[config.mk]
export PLATFORM = sky130hd
export DESIGN_NAME = sram_lsu_ctrl
export DESIGN_NICKNAME = d
export VERILOG_FILES = /design/src/rtl/sram_lsu_ctrl.sv
export SDC_FILE = /design/constraint.sdc
export NUM_CORES = 1
export LEC_CHECK = 0
export CAP_MARGIN = 5
export CORE_ASPECT_RATIO = 1.2
export CORE_MARGIN = 5
export CORE_UTILIZATION = 32
export DETAILED_ROUTE_END_ITERATION = 6
export PLACE_DENSITY = 0.78
export RECOVER_POWER = 50
export SYNTH_ARGS = -nofsm -noshare
export SYNTH_HDL_FRONTEND = slang
export SYNTH_SLANG_ARGS = --single-unit
[constraint.sdc]
create_clock -name clk -period 2.1 [get_ports clk]
set_input_delay 0.42 -clock clk [delete_from_list [all_inputs] [get_ports clk]]
set_output_delay 0.42 -clock clk [all_outputs]
set_load 0.1 [all_outputs]
[src/rtl/sram_lsu_ctrl.sv]
// Load/store controller for a single-port TCM SRAM with a 1-cycle registered read.
// It turns byte/half/word requests into masked word accesses and returns extended load data.
module sram_lsu_ctrl #(
   parameter int unsigned DP = 512,
   parameter int unsigned AW = 32
) (
   input  logic          clk,
   input  logic          rst,
   input  logic          req_valid,
   output logic          req_ready,
   input  logic          req_write,
   input  logic [AW-1:0] req_addr,
   input  logic [1:0]    req_size,
   input  logic          req_unsigned,
   input  logic [31:0]   req_wdata,
   output logic          rsp_valid,
   input  logic          rsp_ready,
   output logic [31:0]   rsp_rdata,
   output logic          rsp_err,
   output logic [AW-1:0] ram_addr,
   output logic          ram_we,
   output logic [3:0]    ram_wem,
   output logic [31:0]   ram_din,
   input  logic [31:0]   ram_dout
);

   typedef enum logic [1:0] {
      IDLE = 2'd0,
      RD   = 2'd1,
      RSP  = 2'd2
   } state_t;

   localparam logic [AW-1:0] DP_W = AW'(DP);

   state_t       state_r;
   logic         req_ready_r;
   logic         rsp_valid_r;
   logic         rsp_err_r;
   logic [31:0]  rsp_rdata_r;
   logic [1:0]   lat_off_r;
   logic [1:0]   lat_size_r;
   logic         lat_uns_r;

   logic         accept_s;
   logic         misalign_s;
   logic         range_err_s;
   logic         req_err_s;
   logic         store_s;
   logic [3:0]   wem_s;
   logic [31:0]  din_s;

   // Pick the addressed lane(s) out of a RAM word and extend to 32 bits.
   function automatic logic [31:0] extract(input logic [31:0] dout, input logic [1:0] off,
                                           input logic [1:0] size, input logic uns);
      logic [7:0]  b;
      logic [15:0] h;
      logic [31:0] r;
      b = dout[{off, 3'b000} +: 8];
      h = off[1] ? dout[31:16] : dout[15:0];
      case (size)
         2'b00:   r = uns ? {24'h00_0000, b} : {{24{b[7]}}, b};
         2'b01:   r = uns ? {16'h0000, h} : {{16{h[15]}}, h};
         2'b10:   r = dout;
         default: r = 32'h0000_0000;
      endcase
      return r;
   endfunction

   // Request legality: alignment per size, illegal size, and word index range.
   always_comb begin
      misalign_s = 1'b0;
      case (req_size)
         2'b00:   misalign_s = 1'b0;
         2'b01:   misalign_s = req_addr[0];
         2'b10:   misalign_s = |req_addr[1:0];
         default: misalign_s = 1'b1;
      endcase
      range_err_s = ({2'b00, req_addr[AW-1:2]} >= DP_W);
      req_err_s   = misalign_s | range_err_s;
      accept_s    = req_valid & req_ready_r & (state_r == IDLE) & ~rst;
      store_s     = accept_s & req_write & ~req_err_s;
   end

   // Byte write mask and lane-replicated write data for the store path.
   always_comb begin
      wem_s = 4'b0000;
      din_s = req_wdata;
      case (req_size)
         2'b00: begin
            wem_s = 4'b0001 << req_addr[1:0];
            din_s = {4{req_wdata[7:0]}};
         end
         2'b01: begin
            wem_s = req_addr[1] ? 4'b1100 : 4'b0011;
            din_s = {2{req_wdata[15:0]}};
         end
         2'b10: begin
            wem_s = 4'b1111;
            din_s = req_wdata;
         end
         default: begin
            wem_s = 4'b0000;
            din_s = req_wdata;
         end
      endcase
   end

   assign ram_addr  = {2'b00, req_addr[AW-1:2]};
   assign ram_we    = store_s;
   assign ram_wem   = store_s ? wem_s : 4'b0000;
   assign ram_din   = din_s;
   assign req_ready = req_ready_r;
   assign rsp_valid = rsp_valid_r;
   assign rsp_rdata = rsp_rdata_r;
   assign rsp_err   = rsp_err_r;

   // Control FSM; the load result is captured in RD so a stalled response never relies on ram_dout.
   always_ff @(posedge clk) begin
      if (rst) begin
         state_r     <= IDLE;
         req_ready_r <= 1'b0;
         rsp_valid_r <= 1'b0;
         rsp_err_r   <= 1'b0;
         rsp_rdata_r <= 32'h0000_0000;
         lat_off_r   <= 2'b00;
         lat_size_r  <= 2'b00;
         lat_uns_r   <= 1'b0;
      end else begin
         case (state_r)
            IDLE: begin
               req_ready_r <= 1'b1;
               if (accept_s) begin
                  req_ready_r <= 1'b0;
                  if (req_err_s) begin
                     state_r     <= RSP;
                     rsp_valid_r <= 1'b1;
                     rsp_err_r   <= 1'b1;
                     rsp_rdata_r <= 32'h0000_0000;
                  end else if (req_write) begin
                     state_r     <= RSP;
                     rsp_valid_r <= 1'b1;
                     rsp_err_r   <= 1'b0;
                     rsp_rdata_r <= 32'h0000_0000;
                  end else begin
                     state_r    <= RD;
                     lat_off_r  <= req_addr[1:0];
                     lat_size_r <= req_size;
                     lat_uns_r  <= req_unsigned;
                  end
               end else begin
                  state_r <= IDLE;
               end
            end
            RD: begin
               state_r     <= RSP;
               rsp_valid_r <= 1'b1;
               rsp_err_r   <= 1'b0;
               rsp_rdata_r <= extract(ram_dout, lat_off_r, lat_size_r, lat_uns_r);
            end
            RSP: begin
               if (rsp_ready) begin
                  state_r     <= IDLE;
                  req_ready_r <= 1'b1;
                  rsp_valid_r <= 1'b0;
                  rsp_err_r   <= 1'b0;
                  rsp_rdata_r <= 32'h0000_0000;
               end else begin
                  state_r <= RSP;
               end
            end
            default: begin
               state_r     <= IDLE;
               req_ready_r <= 1'b0;
               rsp_valid_r <= 1'b0;
               rsp_err_r   <= 1'b0;
               rsp_rdata_r <= 32'h0000_0000;
            end
         endcase
      end
   end

endmodule

## Yosys cells after proc, flatten, opt, wreduce, memory -nomap -nowiden

Index checks and enable logic that the tools add are counted.

| word-level totals | value |
|---|---|
| bits in writable memories | 0 |
| memory bits (read-only) | 0 |
| output and inout port bits | 104 |
| bits in latches | 0 |
| bits of input ports | 104 |
| memories kept | 0 |
| register bits | 42 |

| cells by class | value |
|---|---|
| shift operators | 2 |
| $mul | 0 |
| magnitude comparators | 1 |
| bitwise gates (word level) | 10 |
| mux-type cells | 31 |
| $add $sub $neg | 0 |
| eq/ne operators | 9 |
| divide/modulo/power cells | 0 |
| reductions and logical operators | 7 |

Operators with widths:

| cell | number |
|---|---|
| two-way mux 32 bit | 6 |
| case mux 32 bit (3 select lines) | 2 |
| case mux 32 bit (2 select lines) | 1 |
| indexed part select 32 x 6 -> 8 bit | 1 |
| >= comparator 30 x 10 -> 1 bit (second input constant) | 1 |
| two-way mux 16 bit | 1 |
| case mux 4 bit (3 select lines) | 1 |
| two-way mux 1 bit | 9 |
| case mux 1 bit (3 select lines) | 3 |
| two-way mux 2 bit | 4 |
| two-way mux 4 bit | 2 |
| equality test 2 x 1 -> 1 bit (second input constant) | 3 |
| equality test 2 bit (second input constant) | 3 |
| logical NOT 2 bit | 3 |
| case mux 2 bit (3 select lines) | 1 |
| AND 1 bit | 5 |
| inequality test 2 bit (second input constant) | 2 |
| NOT 1 bit | 4 |
| AND reduction 4 bit | 1 |
| << shifter 1 x 2 -> 4 bit (first input constant) | 1 |
| inequality test 3 bit (second input constant) | 1 |
| AND reduction 3 bit | 1 |
| case mux 1 bit (2 select lines) | 1 |
| AND reduction 2 bit | 1 |
| other kinds (2) | 2 |

## Logic depth before layout (Yosys ltp)

| depth | value |
|---|---|
| word-level depth | 6 |
| gate-level depth with buffers | 7 |
| gate-level depth less buffers | 5 |

## Worst setup path after synthesis

No wires, ideal clock.

| path | value |
|---|---|
| path kind | register -> output |
| from | register req_ready_r (netlist: req_ready) |
| to | output ram_wem[0] |
| stages on the path, launching flop included | 6 |
| path slack | -2,365 ps |
| data arrival time | 4,045 ps |
| path through | dfxtp_1 nand3b_1 nor3_1 and3_1 clkbuf_1 nor2b_1 |

| on the way | value |
|---|---|
| longest elaborated chain between the ends | 6 |

Ends and longest elaborated chain:

| item | RTL line | text |
|---|---|---|
| start: declaration | 36 | `logic req_ready_r;` |
| start signal: assignment | 121 | `req_ready_r <= 1'b0;` |
| start signal: assignment | 131 | `req_ready_r <= 1'b1;` |
| start signal: assignment | 133 | `req_ready_r <= 1'b0;` |
| AND 1 bit (3 in series) | 80 | `accept_s = req_valid & req_ready_r & (state_r == IDLE) & ~rst;` |
| AND 1 bit (2 in series) | 81 | `store_s = accept_s & req_write & ~req_err_s;` |
| via ram_we | 21 | `output logic ram_we,` |
| two-way mux 4 bit | 110 | `assign ram_wem = store_s ? wem_s : 4'b0000;` |
| end: declaration | 22 | `output logic [3:0] ram_wem,` |

The timed path passes the listed nets, and every way through them passes these cells.

## Final worst setup path

| path | value |
|---|---|
| from | input req_addr[11] |
| to | output ram_wem[2] |

| on the way | value |
|---|---|
| longest elaborated chain between the ends | 5 |

Ends and longest elaborated chain:

| item | RTL line | text |
|---|---|---|
| start: declaration | 12 | `input logic [AW-1:0] req_addr,` |
| >= comparator 30 x 10 -> 1 bit | 78 | `range_err_s = ({2'b00, req_addr[AW-1:2]} >= DP_W);` |
| bitwise OR 1 bit | 79 | `req_err_s = misalign_s \| range_err_s;` |
| NOT 1 bit (no source line) | -- |  |
| AND 1 bit | 81 |  |
| two-way mux 4 bit | 110 |  |

No other way between the ends.

==> impl_results.md <==
* Status: complete, but fails checks
* Violated checks: setup timing
* Antenna violations before repair at 1
* Share of cells above drive strength 1 at 0.4004
* Total Routing Usage GR at 0.2089
* Setup CP Type: primary input to output port
* Tmin final at 2476 ps
* Crit end category: output port
* Most common cell in the netlist: nand2_1
* Final hold violation count at 0
* Cell count after synthesis at 339
* Worst hold slack at 458.7 ps
* Area growth syn-to-layout at 84.64%
* Compound-Gate Fraction of Synth Area at 0.2528
* Core Rows at 38
* Static Leak at 2.443 nW
* Vias in the first global route at 3539
* Post-synthesis register bit count at 42
* Main combinational cell family by area after synthesis: compound AO/OA/AOI/OAI gates
* Worst-Margin Slew at 992.7 ps
* CP max stage delay at 320 ps
* Post-synth ARST share at 0
* Post-synthesis cell type count at 49
* Maximum clock frequency at 0.4039 GHz
* DR vias/cell at 5.103
* Crit path max fanout at 5
* Syn Area/Cell at 8.600 sq um
* Register area share after synthesis at 0.2884
* Final WS setup at -375.6 ps
* Synth Area in Simple Gates at 0.1545
* Max Cap Viol at 0
* Synthesized cell area at 2915 sq um
* Horiz. Die Dim at 97.13 um
* Initial Util at 0.3244
* Die Y at 114.6 um
* H-tree levels at 2
* Final nets at 625
* EDFF count, synth at 0
* Unrepaired setup endpoints after global routing: true
* Drt total wl at 11810 um
* Antenna-violating nets left at 0
* CP arrival at 2060 ps
* Synth top area share at 0.2884
* GR Overflow Total at 0
* Residual DRC count at 0
* Worst endpoint required time at 1680 ps
* CTS tree: yes
* Power density cells at 494.2 nW/um^2
* Clock buffers created by TritonCTS at 5
* First-pass iteration count of the detailed router at 4
* Ys Warns at 0
* # setup viols final at 5
* Multiplexer area fraction after synthesis at 0.1532
* Hold-fix buffers, CTS at 0
* First DRT Iteration DRCs at 173
* Main flop type after synthesis: dfxtp_1
* Worst VDD drop at 327.2 uV
* Relative slew margins at 0.3411
* Clock Sinks at 42
* Area contributors post-synth: dfxtp_1 (29%), buf_4 (10%), mux2_2 (7.3%)
* Clock Tree Buf Depth at 2
* Xor and xnor area share after synthesis at 0
* WL per Instance at 18.37 um
* Crit-path cells: clkdlybuf4s15_1, nor4_2, buf_4, nor3b_2, o2111a_1, and3_4, nor2b_4, buf_12
* Dpl cell area at 5503 sq um
* Synth Area in Adders at 0
* Final HPWL DP at 9822 um
* Global-route wire length before repair at 18600 um
* Post-route design area at 5383 sq um
* Pin count of the biggest net entering global routing at 33
* PortBufs at 187
* Root Driver: clkbuf_8
* CP max-delay cell: nor4_2
* Routability cong. at 0.9018
* Core Area at 8986 sq um
* Critical Path Start Type: primary input
* Ports at 208
* Clock Pin Slew Worst Setup and Hold Paths at 80 ps
* Final max-slew violation count at 0
* Most frequent cells after synthesis: nand2_1 (44), dfxtp_1 (42), buf_4 (40)
* Vias at 3281
* Final Util at 0.5990
* Worst-Skew Late Latency at 300 ps
* Period utilisation layout at 1.179
* Yosys top cell by area: dfxtp_1
* Hold Path Class: flip-flop to flip-flop
* Die Area at 11130 sq um
* Clock skew at 9.419 ps
* Overall Power at 2.660 mW
## repair_timing
action / in CTS / in global routing
resized for setup: 39 / 19
hold endpoints to repair: 0 / 0
pin swaps: 7 / 8
setup buffers: 2 / 2
gates cloned: 0 / 0
setup endpoints to repair: 66 / 13
## power breakdown
part / leakage [nW] / switching, mW / internal [mW]
sequential: 0.339 / 0.00356 / 0.801
clock: 0.0495 / 0.318 / 0.247
combinational: 2.05 / 0.795 / 0.495
total: 2.44 / 1.12 / 1.54
## metal layers
layer / part of all wire / track usage
met5: 0 / 0
met4: 0.042 / 0.1011
met3: 0.057 / 0.05241
met2: 0.53 / 0.3826
met1: 0.37 / 0.2240
## state kept, by name, indices dropped and copies added (netlist names)
register    count
rsp_err         1
state_r         2
lat_uns_r       1
req_ready       1
rsp_valid       1
rsp_rdata      32
lat_size_r      2
lat_off_r       2
## worst paths after layout
path                                            startpoint                    endpoint  slack (ps)  cells after the start
worst max-delay path                          req_addr[11]                  ram_wem[2]        -380                      8
worst min-delay path            rsp_rdata[27]$_SDFFE_PP0P_  rsp_rdata[27]$_SDFFE_PP0P_         460                      1
worst max register to register       state_r[1]$_SDFF_PP0_   rsp_rdata[6]$_SDFFE_PP0P_         320                      4
worst min register to register  rsp_rdata[27]$_SDFFE_PP0P_  rsp_rdata[27]$_SDFFE_PP0P_         460                      1
## layout make-up
cell class                 count  area, sq um
inverter                       3        11.26
timing repair buffer         240         2470
antenna                        1        2.502
clock inverter                 3        26.28
sequential                    42        842.1
tap                          120        150.1
multi-input combinational    229         1812
clock buffer                   5        68.82
fill                         750         3603
## metrics by stage
| stage | setup WS [ps] | std cells | setup TNS (ps) |
|---|---|---|---|
| 6_report | -375.6 | 643 | -1745 |
| 5_1_grt | -450.5 | 643 | -2113 |
| 4_1_cts | -441.1 | 640 | -2110 |
| 3_5_place_dp | -729.1 | 630 | -24430 |
| 3_3_place_gp | -684.3 | 630 | -21700 |
| 2_1_floorplan | -611.0 | 340 | -2371 |
## cells in the final DEF, fill, tap and decap left out, types with 3 or more instances in the layout
| master | instances |
|---|---|
| clkbuf_8 | 5 |
| inv_6 | 3 |
| a22o_1 | 6 |
| mux2_2 | 11 |
| clkbuf_2 | 50 |
| clkdlybuf4s50_1 | 71 |
| buf_12 | 44 |
| clkdlybuf4s15_1 | 5 |
| nor2b_1 | 4 |
| a221oi_1 | 8 |
| nor3_1 | 3 |
| dlygate4sd2_1 | 7 |
| buf_4 | 49 |
| nand2b_1 | 4 |
| a211oi_1 | 3 |
| mux2_4 | 8 |
| nand2_1 | 44 |
| o21ai_4 | 8 |
| mux2i_1 | 21 |
| nor2_1 | 12 |
| inv_1 | 3 |
| o22a_1 | 5 |
| dlygate4sd3_1 | 5 |
| buf_6 | 5 |
| a21o_2 | 4 |
| a21o_1 | 12 |
| a21oi_1 | 24 |
| or4_4 | 3 |
| o2bb2ai_1 | 13 |
| dfxtp_1 | 41 |
## cell families (layout without fill, tap and decap cells)
logic type / count (synthesis) / after routing
compound gates: 99 / 99
buf+inv: 69 / 251
mux: 41 / 41
other cells: 1 / 3
flops: 42 / 42
simple gates: 87 / 87
## worst max-delay path, delay by kind of cell
family | cells | cell delay, ps
AOI/OAI and AO/OA | 1 | 210
buffers and inverters | 3 | 560
and+or+nand+nor | 4 | 870
No activity file was read; power rests on OpenSTA's default activity.
==> RTL change, RTL diff (same flow settings) <==
The 3 states of `state_t` get a one-hot encoding in 3 bits.
--- a/src/rtl/sram_lsu_ctrl.sv
+++ b/src/rtl/sram_lsu_ctrl.sv
@@ -24,10 +24,10 @@
    input  logic [31:0]   ram_dout
 );
 
-   typedef enum logic [1:0] {
-      IDLE = 2'd0,
-      RD   = 2'd1,
-      RSP  = 2'd2
+   typedef enum logic [2:0] {
+      IDLE = 3'b001,
+      RD   = 3'b010,
+      RSP  = 3'b100
    } state_t;
 
    localparam logic [AW-1:0] DP_W = AW'(DP);
Check against the original RTL: same outputs for any inputs over 4 cycles, from zero or initial values and one cycle with rst high; so few cycles prove little.
==> RTL change against the unedited design <==
The flow still finishes with violations (setup timing); total power up 2.8%; via count up 9.7%; worst setup slack better by 0.13 ns; wire length up 7.1%; cell area up 7.2%; first-iteration DRC count up 4.6%; clock skew down 0.0070 ns; register-to-register slack worse by 0.31 ns; area after synthesis up 2.8%; sequential power up 3.1%; sequential cell count up 1; largest cell class unchanged; largest power group unchanged; highest routed layer unchanged.
==> RTL change: results (changes against the unedited design) <==
Routing
  – Final WL: 12,600 um (+7.1%)
  – Initial DRC Count: 181 (+4.6%)

Global route
  – Grt met3 use: 7.89% (+2.6 points)
  – Global-route wire length before repair: 20,300 um (+9.3%)
  – M2 GR Usage: 41.5% (+3.2 points)
  – Met1 Resource Use GR: 21.7% (-0.69 points)
  – Largest net degree at the start of global routing: 29 (-12%)
  – Total Routing Usage GR: 22.0% (+1.1 points)

Placement
  – Post-DP HPWL: 9820 um (about the same)
  – Pre-CTS WS: -0.623 ns (+0.107 ns)
  – Final GP Congestion: 0.904 (+0.19%)
  – Post-Place Cells: 672 (+6.7%)
  – Placed cell area: 5730 um2 (+4.1%)

Pwr
  – Net Sw Frac: 42.0% (+0.053 points)
  – Leakage: 2.57 nW (+5.2%)
  – VDD IR max: 0.000260 V (-21%)

Min path
  – Hold path start: rsp_rdata[29]$_SDFFE_PP0P_
  – WHS Endpoint: rsp_rdata[29]$_SDFFE_PP0P_

Critical path
  – Worst path slowest cell: or2_4
  – R2R Setup Slk: 0.01 ns (-0.31 ns)
  – Largest stage delay on the critical path: 0.30 ns (-0.02 ns)
  – Crit path DAT: 1.93 ns (-0.13 ns)
  – Worst-path fanout max: 3 (-2)
  – Worst setup path endpoint: ram_wem[3]
  – Worst R2R End: rsp_rdata[9]$_SDFFE_PP0P_
  – Reg-to-Reg Start: state_r[0]$_SDFF_PP1_
  – Setup crit start: req_addr[12]
  – Worst reg2reg path depth: 8 (+4)

Cells and area
  – Fill count: 727 (-3.1%)
  – Layout cells sized above 1: 42.2% (+2.2 points)
  – Layout Nets: 686 (+9.8%)

Clocking
  – CTS resizes: 99 (+150%)
  – Post-CTS setup buffers: 26 (+24)

Timing
  – Setup Skew: 0.00242 ns (-0.00700 ns)
  – PnR worst setup slack: -0.250 ns (+0.126 ns)
  – Final setup viols: 5 (unchanged)
  – Relative slew slack: 34.3% (+0.19 points)

Synth
  – Register area share after synthesis: 28.7% (-0.11 points)
  – Mux contribution to synthesized area: 12.5% (-2.8 points)
  – Synth cell types: 46 (-6.1%)
  – Post-synthesis compound-gate area fraction: 24.6% (-0.64 points)
  – Synth top area cells: dfxtp_1 (29%), buf_4 (10%), mux2_2 (6.4%), mux2i_1 (5.3%), a21oi_1 (5.2%)
  – Synth top cells by count: dfxtp_1 (43), buf_4 (40), nand2_1 (36)

Outcome
  – Status: finished, violations left
  – Failing checks: setup timing
-- RTL change: layout make-up --
type / count / share of cell area (%)
Inverter: 8 / 0.520
Timing Repair Buffer: 263 / 45.9
Clock buffer: 6 / 1.26
Multi-Input combinational cell: 261 / 34.5
Clock inverter: 2 / 0.195
Antenna cell: 1 / 0.0434
Sequential cell: 43 / 15.0
Tap cell: 120 / 2.60
-- RTL change: layer usage --
layer | vias up | wire, um
met2 | 173 | 6720
met1 | 1662 | 4250
met4 | 0 | 481
met3 | 35 | 1200
met5 | - | 0
li1 | 1730 | -
-- RTL change: power by group through the flow --
| stage | sequential, mW | combinational, mW | clock [mW] |
|---|---|---|---|
| 2_1_floorplan | 0.885 | 0.837 | 0 |
| 3_3_place_gp | 0.847 | 1.37 | 0 |
| 3_5_place_dp | 0.847 | 1.39 | 0 |
| 4_1_cts | 0.829 | 1.45 | 0.549 |
| 5_1_grt | 0.831 | 1.43 | 0.578 |
| 6_report | 0.829 | 1.38 | 0.528 |
